<file path="src/rtl/scroll_line_fetcher.sv">
// Fetches the next line's 9-bit X-scroll values for layers A and B from the scroll RAM
// during horizontal blank, and commits them to the tilemap address generators at line start.
module scroll_line_fetcher #(
  parameter logic [10:0] BASE_A = 11'h000,
  parameter logic [10:0] BASE_B = 11'h400,
  parameter logic [10:0] HI_OFS = 11'h200
) (
  input  logic        i_MCLK,
  input  logic        i_RST_n,
  input  logic        i_HBLANK_START,
  input  logic        i_LINE_START,
  input  logic [7:0]  i_VCOUNT,
  input  logic        i_CPU_REQ,
  output logic [10:0] o_SCR_ADDR,
  output logic        o_SCR_RD_n,
  input  logic [7:0]  i_SCR_DOUT,
  output logic [8:0]  o_SCROLLX_A,
  output logic [8:0]  o_SCROLLX_B,
  output logic        o_MISS
);

  typedef enum logic [2:0] {
    S_IDLE = 3'd0,
    S_A_LO = 3'd1,
    S_A_HI = 3'd2,
    S_B_LO = 3'd3,
    S_B_HI = 3'd4,
    S_CAP  = 3'd5
  } state_t;

  typedef enum logic [1:0] {
    SEL_A_LO = 2'd0,
    SEL_A_HI = 2'd1,
    SEL_B_LO = 2'd2,
    SEL_B_HI = 2'd3
  } byte_sel_t;

  state_t    state_q, state_d;
  logic [7:0] line_q, line_d;
  logic       done_q, done_d;
  logic       pend_vld_q, pend_vld_d;
  byte_sel_t  pend_sel_q, pend_sel_d;
  logic [7:0] shd_a_lo_q, shd_a_lo_d;
  logic       shd_a_hi_q, shd_a_hi_d;
  logic [7:0] shd_b_lo_q, shd_b_lo_d;
  logic       shd_b_hi_q, shd_b_hi_d;
  logic [8:0] scroll_a_q, scroll_a_d;
  logic [8:0] scroll_b_q, scroll_b_d;
  logic       miss_q, miss_d;

  logic        fetch_active;
  logic        rd_accept;
  logic [10:0] line_ofs;
  logic [10:0] addr_c;

  assign line_ofs = {3'b000, line_q};

  // The read strobe reacts to the CPU request in the same cycle so the CPU never waits.
  always_comb begin
    fetch_active = (state_q == S_A_LO) || (state_q == S_A_HI) ||
                   (state_q == S_B_LO) || (state_q == S_B_HI);
    rd_accept    = fetch_active && !i_CPU_REQ;
  end

  always_comb begin
    addr_c = 11'h000;
    case (state_q)
      S_A_LO:  addr_c = BASE_A + line_ofs;
      S_A_HI:  addr_c = BASE_A + HI_OFS + line_ofs;
      S_B_LO:  addr_c = BASE_B + line_ofs;
      S_B_HI:  addr_c = BASE_B + HI_OFS + line_ofs;
      default: addr_c = 11'h000;
    endcase
  end

  assign o_SCR_ADDR  = addr_c;
  assign o_SCR_RD_n  = !rd_accept;
  assign o_SCROLLX_A = scroll_a_q;
  assign o_SCROLLX_B = scroll_b_q;
  assign o_MISS      = miss_q;

  always_comb begin
    state_d    = state_q;
    line_d     = line_q;
    done_d     = done_q;
    pend_vld_d = 1'b0;
    pend_sel_d = pend_sel_q;
    shd_a_lo_d = shd_a_lo_q;
    shd_a_hi_d = shd_a_hi_q;
    shd_b_lo_d = shd_b_lo_q;
    shd_b_hi_d = shd_b_hi_q;
    scroll_a_d = scroll_a_q;
    scroll_b_d = scroll_b_q;
    miss_d     = 1'b0;

    // RAM data lands one cycle after the accepted read, independent of CPU stalls.
    if (pend_vld_q) begin
      case (pend_sel_q)
        SEL_A_LO: shd_a_lo_d = i_SCR_DOUT;
        SEL_A_HI: shd_a_hi_d = i_SCR_DOUT[0];
        SEL_B_LO: shd_b_lo_d = i_SCR_DOUT;
        SEL_B_HI: shd_b_hi_d = i_SCR_DOUT[0];
        default:  shd_a_lo_d = shd_a_lo_q;
      endcase
    end

    if (rd_accept) begin
      pend_vld_d = 1'b1;
      case (state_q)
        S_A_LO: begin
          pend_sel_d = SEL_A_LO;
          state_d    = S_A_HI;
        end
        S_A_HI: begin
          pend_sel_d = SEL_A_HI;
          state_d    = S_B_LO;
        end
        S_B_LO: begin
          pend_sel_d = SEL_B_LO;
          state_d    = S_B_HI;
        end
        default: begin
          pend_sel_d = SEL_B_HI;
          state_d    = S_CAP;
        end
      endcase
    end

    if (state_q == S_CAP) begin
      done_d  = 1'b1;
      state_d = S_IDLE;
    end

    // Evaluated on the old done flag: a capture landing on this same edge is a miss.
    if (i_LINE_START) begin
      if (done_q) begin
        scroll_a_d = {shd_a_hi_q, shd_a_lo_q};
        scroll_b_d = {shd_b_hi_q, shd_b_lo_q};
        done_d     = 1'b0;
      end else begin
        miss_d = 1'b1;
      end
    end

    // A new blank wins over everything; any in-flight read data is dropped.
    if (i_HBLANK_START) begin
      line_d     = i_VCOUNT + 8'd1;
      done_d     = 1'b0;
      state_d    = S_A_LO;
      pend_vld_d = 1'b0;
      shd_a_lo_d = 8'h00;
      shd_a_hi_d = 1'b0;
      shd_b_lo_d = 8'h00;
      shd_b_hi_d = 1'b0;
    end
  end

  always_ff @(posedge i_MCLK or negedge i_RST_n) begin
    if (!i_RST_n) begin
      state_q    <= S_IDLE;
      line_q     <= 8'h00;
      done_q     <= 1'b0;
      pend_vld_q <= 1'b0;
      pend_sel_q <= SEL_A_LO;
      shd_a_lo_q <= 8'h00;
      shd_a_hi_q <= 1'b0;
      shd_b_lo_q <= 8'h00;
      shd_b_hi_q <= 1'b0;
      scroll_a_q <= 9'h000;
      scroll_b_q <= 9'h000;
      miss_q     <= 1'b0;
    end else begin
      state_q    <= state_d;
      line_q     <= line_d;
      done_q     <= done_d;
      pend_vld_q <= pend_vld_d;
      pend_sel_q <= pend_sel_d;
      shd_a_lo_q <= shd_a_lo_d;
      shd_a_hi_q <= shd_a_hi_d;
      shd_b_lo_q <= shd_b_lo_d;
      shd_b_hi_q <= shd_b_hi_d;
      scroll_a_q <= scroll_a_d;
      scroll_b_q <= scroll_b_d;
      miss_q     <= miss_d;
    end
  end

  // Completed values only ever wait in IDLE; pending captures only follow a fetch state.
  a_done_idle: assert property (@(posedge i_MCLK) disable iff (!i_RST_n)
    done_q |-> (state_q == S_IDLE));
  a_pend_busy: assert property (@(posedge i_MCLK) disable iff (!i_RST_n)
    pend_vld_q |-> (state_q != S_IDLE));

endmodule

</file>
<file path="config.mk">
export PLATFORM = sky130hd
export DESIGN_NAME = scroll_line_fetcher
export DESIGN_NICKNAME = d
export VERILOG_FILES = /design/src/rtl/scroll_line_fetcher.sv
export SDC_FILE = /design/constraint.sdc
export NUM_CORES = 1
export LEC_CHECK = 0
export BUFFER_PORTS_ARGS = -buffer_cell sky130_fd_sc_hd__buf_2
export CAP_MARGIN = 10
export CORE_MARGIN = 2
export CORE_UTILIZATION = 45
export DETAILED_ROUTE_END_ITERATION = 8
export GPL_TIMING_DRIVEN = 0
export PLACE_DENSITY = 0.68
export SYNTH_ARGS = -nofsm -noshare
export SYNTH_HDL_FRONTEND = slang
export SYNTH_SLANG_ARGS = --single-unit
</file>
<file path="constraint.sdc">
create_clock -name i_MCLK -period 1.6 [get_ports i_MCLK]
set_input_delay 0.08 -clock i_MCLK [delete_from_list [all_inputs] [get_ports i_MCLK]]
set_output_delay 0.08 -clock i_MCLK [all_outputs]
set_load 0.05 [all_outputs]
</file>
==> impl_results.md, run 1 <==
* Flops & latches, synth at 52
* Fin util at 61.52%
* H-tree levels at 2
* # diodes at 0
* Cell Area, Synth at 0.002272 sq mm
* Total GRT Usage at 18.01%
* Layout cells sized above 1 at 40.54%
* Crit path to: o_SCR_ADDR[1]
* Worst Tran Pin Value at 0.5221 ns
* Vias in the first global route at 1648
* Drt first pass iters at 4
* Vias per inst at 5.117
* Critical path type: flop to primary output
* Antenna violations before repair at 0
* Status: finished, violations left
* R2R Setup Slk at 0.18 ns
* Met1 Usage GRT at 25.58%
* Post-Syn Nets at about 220
* Die area at 0.005634 sq mm
* HPWL after DPL at 2952 microns
* Wire length per cell at 14.39 microns
* FMAX at around 0.6 GHz
* Core area at ~0.0048 sq mm
* Worst hold slack at about 0.012 ns
* Delay-heaviest family, CP: simple AND/OR/NAND/NOR gates
* Cells after Synth at 195
* Internal power at 0.002090 W
* Final hold viol count at 0
* Initial DRC count at 110
* Clock Skew at 0.003695 ns
* RSZ-0062 raised after global routing: true
* PortBufs at 49
* Clk Latency, worst-skew pair at 0.30 ns
* Total grt overflow at 0
* I/O pin count at 52
* Total wire length at 4691 microns
* Worst path most repeated cell: buf_8
* Worst path cell trace: or3_4 > buf_8 > and3_4 > buf_8
* Post-synth EDFFs at 0
* CP arrival at 1.56 ns
* CTS clock-pin slew for the worst setup and hold paths at around 0.090 ns
* Post-synth cell types at 34
* Met2 Use GR at roughly 28%
* Class of the most critical hold timing path: input pin to flop
* Core Rows at 25
* Die Wd at 75.06 microns
* GPL Wtd Cong at 0.8101
* Num Clock Sinks at 52
* P_sw at approximately 0.0010 W
* CP startpoint: state_q[2]
* Initial cell density of the core at 47.48%
* Synth Warn # at 0
* Antenna Nets Post-Route at 0
* Commonest non-fill, non-tap cell in the layout: dfrtp_1
* CP max FO at 5
* Area share of fa/ha/maj cells after synthesis at 0.5507%
* Leakage at 1.503 nW
* TritonCTS buffer count at 5
* Switching power share of the total at 33.22%
* Max stage delay on crit path at 0.41 ns
* Top FF cell, synth: dfrtp_1
* Startpoint type of the worst setup path: flop
* Vias after detailed routing at 1668
* Synth async-reset ratio at 100.0%
* Cell chosen for the clock root: clkbuf_8
* Final Power at ~0.0031 W
* Setup Viol. Count Final at 9
* Largest net degree at the start of global routing at 53
* DP Worst Slack at 0.1740 ns
* CTS tree: yes
* Syn-to-layout area delta at 29.57%
* Peak VDD IR at 0.7258 mV
* Final #Nets at 280
* Post-synthesis mux area share at about 17%
* Most Crowded Layer GR: met2
* Reg2reg path depth at 3
* Synth Area in Compound Gates at 5.176%
* Die H at 75.06 microns
* Final setup margin at -0.03947 ns
* Register area share after synthesis at 57.27%
* Clock group share of total power at 23.9%
* Crit path buffers/inverters at 2
* Mapped Avg Cell Area at 11.65 sq um
* CP Depth at 4
* Slew Limit Headroom at between 60% and 70%
* Max Cap Violations at 0
* Critical Path RT at about 1.5 ns
* Worst setup EP type: primary output
* Final period util at 102.5%
* Failing checks: negative setup slack
* Largest family of logic cells by synthesized area: multiplexers
* Pwr Density at 1063 mW/mm^2
* CP max stage cell: dfrtp_2
* Max-slew violation count at 0
* Simple-gate share of the synthesized area at between 10 and 15%
* Logic pwr share at 29.3%
* Min Tclk post-route at 1.639 ns
* Reg-to-reg endpoint: o_SCROLLX_A[8]
* Max clock buf depth at 2
* Post-Synth XOR/XNOR Area at 1.927%
* # DRC at 0
* Worst R2R Start: done_q
* Met3 Use GR at 4.284%
* First-pass GRT wire length at 7652 microns
* Seq pwr share at 46.9%
* Most frequent cells in the layout: 51 x dfrtp_1, 42 x buf_2, 31 x nor2_1, 19 x mux2_2, 18 x mux2i_1
## Yosys cell counts (2+ instances only)
library cell / count / area share (%)
buf_2: 5 / 1.1
xnor2_1: 3 / 1.2
nor3b_1: 2 / 0.66
nor3_1: 2 / 0.44
mux2_2: 19 / 9.4
nor2_1: 31 / 5.1
nand3_1: 6 / 1.3
clkbuf_1: 3 / 0.50
xor2_1: 2 / 0.77
a31oi_1: 3 / 0.83
and3_1: 8 / 2.2
nand3b_1: 3 / 0.99
dfrtp_1: 52 / 57
a21oi_1: 7 / 1.5
inv_1: 3 / 0.50
nand2_1: 2 / 0.33
buf_4: 2 / 0.66
or3_1: 4 / 1.1
mux2i_1: 18 / 7.9
o21ai_0: 6 / 1.3
## per-stage QoR
step           area (sq um)  TNS [ns]  cells
2_1_floorplan          2272         0    195
3_3_place_gp           2601         0    311
3_5_place_dp           2601         0    311
4_1_cts                2883   -0.5120    323
5_1_grt                2944   -0.6466    326
6_report               2944   -0.2911    326
## logic make-up after synthesis
kind of cell,Yosys count
simple gates,64
flops,52
mux,37
compound gates,20
buf+inv,15
xor+xnor,5
fa+ha+maj,1
other cells,1
## cell type report
class                      instances  area [sq um]
tap                               67         83.83
clock buffer                       6         72.57
buffer                            12         73.82
inverter                           3         11.26
fill                             410          1842
multi-input combinational        129         972.2
timing repair buffer              55         411.6
sequential                        52          1303
clock inverter                     2         16.27
## flip-flops by register name (all words and copies together) (netlist names), 2 cells and up
signal	cells
o_SCROLLX_A	9
o_SCROLLX_B	9
shd_b_lo_q	8
pend_sel_q	2
state_q	3
shd_a_lo_q	8
line_q	8
## routing by layer
layer | up-vias | part of all wire (%)
li1 | 801 | -
met1 | 804 | 49
met2 | 55 | 44
met3 | 8 | 5.5
met4 | 0 | 1.3
met5 | - | 0
## worst min path at each step
stage	start	end	cells past startpoint
final	i_VCOUNT[0]	line_q[0]	2
after global routing	i_VCOUNT[0]	line_q[0]	2
after CTS	i_VCOUNT[0]	line_q[0]	2
after detailed placement	i_VCOUNT[0]	line_q[0]	2
after global placement	i_VCOUNT[0]	line_q[0]	2
after floorplan	i_RST_n	done_q	0
## power groups by stage
| stage | Combinational (W) | Clock, W | Sequential (W) |
|---|---|---|---|
| 2_1_floorplan | 0.000433 | 0 | 0.00158 |
| 3_3_place_gp | 0.000706 | 0 | 0.00149 |
| 3_5_place_dp | 0.000711 | 0 | 0.00149 |
| 4_1_cts | 0.000885 | 0.000766 | 0.00147 |
| 5_1_grt | 0.000976 | 0.000818 | 0.00148 |
| 6_report | 0.000916 | 0.000747 | 0.00147 |
## repair_timing
action | 4_1_cts | 5_1_grt
hold endpoints to repair | 0 | 15
hold buffers | 0 | 1
setup buffers | 3 | 0
gates cloned | 1 | 1
pin swaps | 9 | 2
resized for setup | 43 | 8
endpoints found under the setup margin | 9 | 11
(Power assumes the default switching activity.)
==> run 2, diff against run 1 <==
Settings changed: RECOVER_POWER set to 50.
==> impl_results.md, run 2 (synthesized netlist as in run 1, its figures left out) <==
* CTS clock-pin slew for the worst setup and hold paths at 0.09 ns
* Initial cell density of the core at 47.48%
* Peak VDD IR at 0.7257 mV
* Total GRT Usage at 18.01%
* Met3 WL at roughly 270 microns
* Worst Tran Pin Value at 0.9355 ns
* Commonest non-fill, non-tap cell in the layout: dfrtp_1
* Setup TNS Final at -0.2913 ns
* Failing checks: negative setup slack
* Final Power at 0.003129 W
* P_sw at 0.001040 W
* Final hold viol count at 0
* Final period util at 102.5%
* Die Wd at between 70 and 80 microns
* Largest net degree at the start of global routing at 53
* RSZ-0062 raised after global routing: true
* Antenna violations before repair at 0
* Top sig layer: met4
* Syn-to-layout area delta at 29.46%
* Max Cap Violations at 0
* Wire length per cell at roughly 14 microns
* H-tree levels at 2
* Slew Limit Headroom at 37.63%
* Max-slew violation count at 0
* Leakage at 1.498 nW
* HPWL after DPL at 2952 microns
* I/O pin count at 52
* DRT met1 WL at between 2000 and 2500 microns
* Antenna Nets Post-Route at 0
* Clock group share of total power at 23.9%
* TritonCTS buffer count at 5
* DP Worst Slack at 0.1740 ns
* Routed wl met2 at 2078 microns
* # fillers at about 400
* Vias after detailed routing at 1671
* Initial DRC count at 110
* Critical Path RT at approximately 1.5 ns
* Max clock buf depth at 2
* Logic pwr share at just under 30%
* CP max FO at 5
* Pwr Density at 1064 mW/mm^2
* Most frequent cells in the layout: 51 x dfrtp_1, 40 x buf_2, 31 x nor2_1, 19 x mux2_2, 18 x mux2i_1
* Total grt overflow at 0
* Final #Nets at 280
* CP arrival at 1.56 ns
* Die area at 0.005634 sq mm
* FMAX at 0.6099 GHz
* Layout cells sized above 1 at 39.77%
* Internal power at ~0.0021 W
* GPL Wtd Cong at 0.8101
* Fin area at between 0.002 and 0.003 sq mm
* CTS tree: yes
* Die H at ~75 microns
* Clk Latency, worst-skew pair at approximately 0.30 ns
* Setup Viol. Count Final at 9
* Seq pwr share at 46.9%
* # DRC at 0
* Min Tclk post-route at 1.639 ns
* First-pass GRT wire length at roughly 7700 microns
* Startpoint type of the worst setup path: flop
* # diodes at 0
* Drt first pass iters at 4
* Vias in the first global route at 1648
* Critical path type: flop to primary output
* Class of the most critical hold timing path: input pin to flop
* Clock Skew at between 0.003 and 0.004 ns
* Status: finished, violations left
* Core Rows at 25
* Num Clock Sinks at 52
* Vias per inst at 5.126
* Cell chosen for the clock root: clkbuf_8
* Switching power share of the total at 33.22%
* PortBufs at 49
* Total wire length at 4686 microns
* Worst setup EP type: primary output
* Layout Cells excl Fill at 326
* Final setup margin at -0.03949 ns
* Placed cell count at 311
* Placed Area at 0.002601 sq mm
* Core area at 0.004786 sq mm
run 2: changes by cell type in the layout (fill, tap and decap cells not counted):
cell	before	now
buf_2	42	40
clkbuf_1	3	5
run 2: area by class of cell:
class / count / area (sq um) / area share [%]
buffer: 12 / 73.82 / 2.510
sequential: 52 / 1303 / 44.28
tap: 67 / 83.83 / 2.850
clock inverter: 2 / 16.27 / 0.5530
clock buffer: 6 / 72.57 / 2.467
multi-input combinational: 129 / 972.2 / 33.05
timing repair buffer: 55 / 409.1 / 13.91
inverter: 3 / 11.26 / 0.3828
run 2: per-layer routing:
layer	vias to the layer above	track usage (%)
li1	801	-
met3	8	4.284
met1	805	25.58
met4	0	5.357
met5	-	0
met2	57	27.58
run 2: power by group through the flow:
| stage | clock network (W) | logic, W | registers (W) |
|---|---|---|---|
| after CTS | 0.000766 | 0.000885 | 0.00147 |
| after floorplan | 0 | 0.000433 | 0.00158 |
| after global placement | 0 | 0.000706 | 0.00149 |
| after global routing | 0.000818 | 0.000975 | 0.00148 |
| final | 0.000747 | 0.000915 | 0.00147 |
| after detailed placement | 0 | 0.000711 | 0.00149 |
run 2: worst max-delay path: stages, from the launching register on:
cell,delay [ns]
dfrtp_2,0.41
or3_4,0.40
buf_8,0.15
and3_4,0.15
buf_8,0.14
run 2: metrics by stage:
step	hold slack [ns]	utilization, %
finish	0.03137	61.46
global route	0.04330	61.46
CTS	0.002914	60.24
detailed placement	0.3361	54.35
global placement	0.3232	54.35
floorplan	-0.2156	-
run 2: timing repair:
action | 4_1_cts | 5_1_grt
gates resized for setup | 43 | 8
endpoints found under the setup margin | 9 | 11
buffers inserted | 3 | 0
hold endpoints to repair | 0 | 15
hold buffers | 0 | 1
gates cloned | 1 | 1
pin swaps | 9 | 2
run 2: final timing paths:
path / to / slack (ns) / startpoint / cells after the start
worst max-delay path: o_SCR_ADDR[1] / -0.04 / state_q[2] / 4
worst min-delay path: shd_b_lo_q[4] / 0.03 / i_SCR_DOUT[4] / 3
worst max register to register: o_SCROLLX_A[8] / 0.18 / done_q / 3
worst min register to register: o_MISS / 0.50 / done_q / 1
max in group asynchronous: line_q[7] / 0.48 / i_RST_n / 3
min in group asynchronous: o_SCROLLX_A[5] / 0.42 / i_RST_n / 2
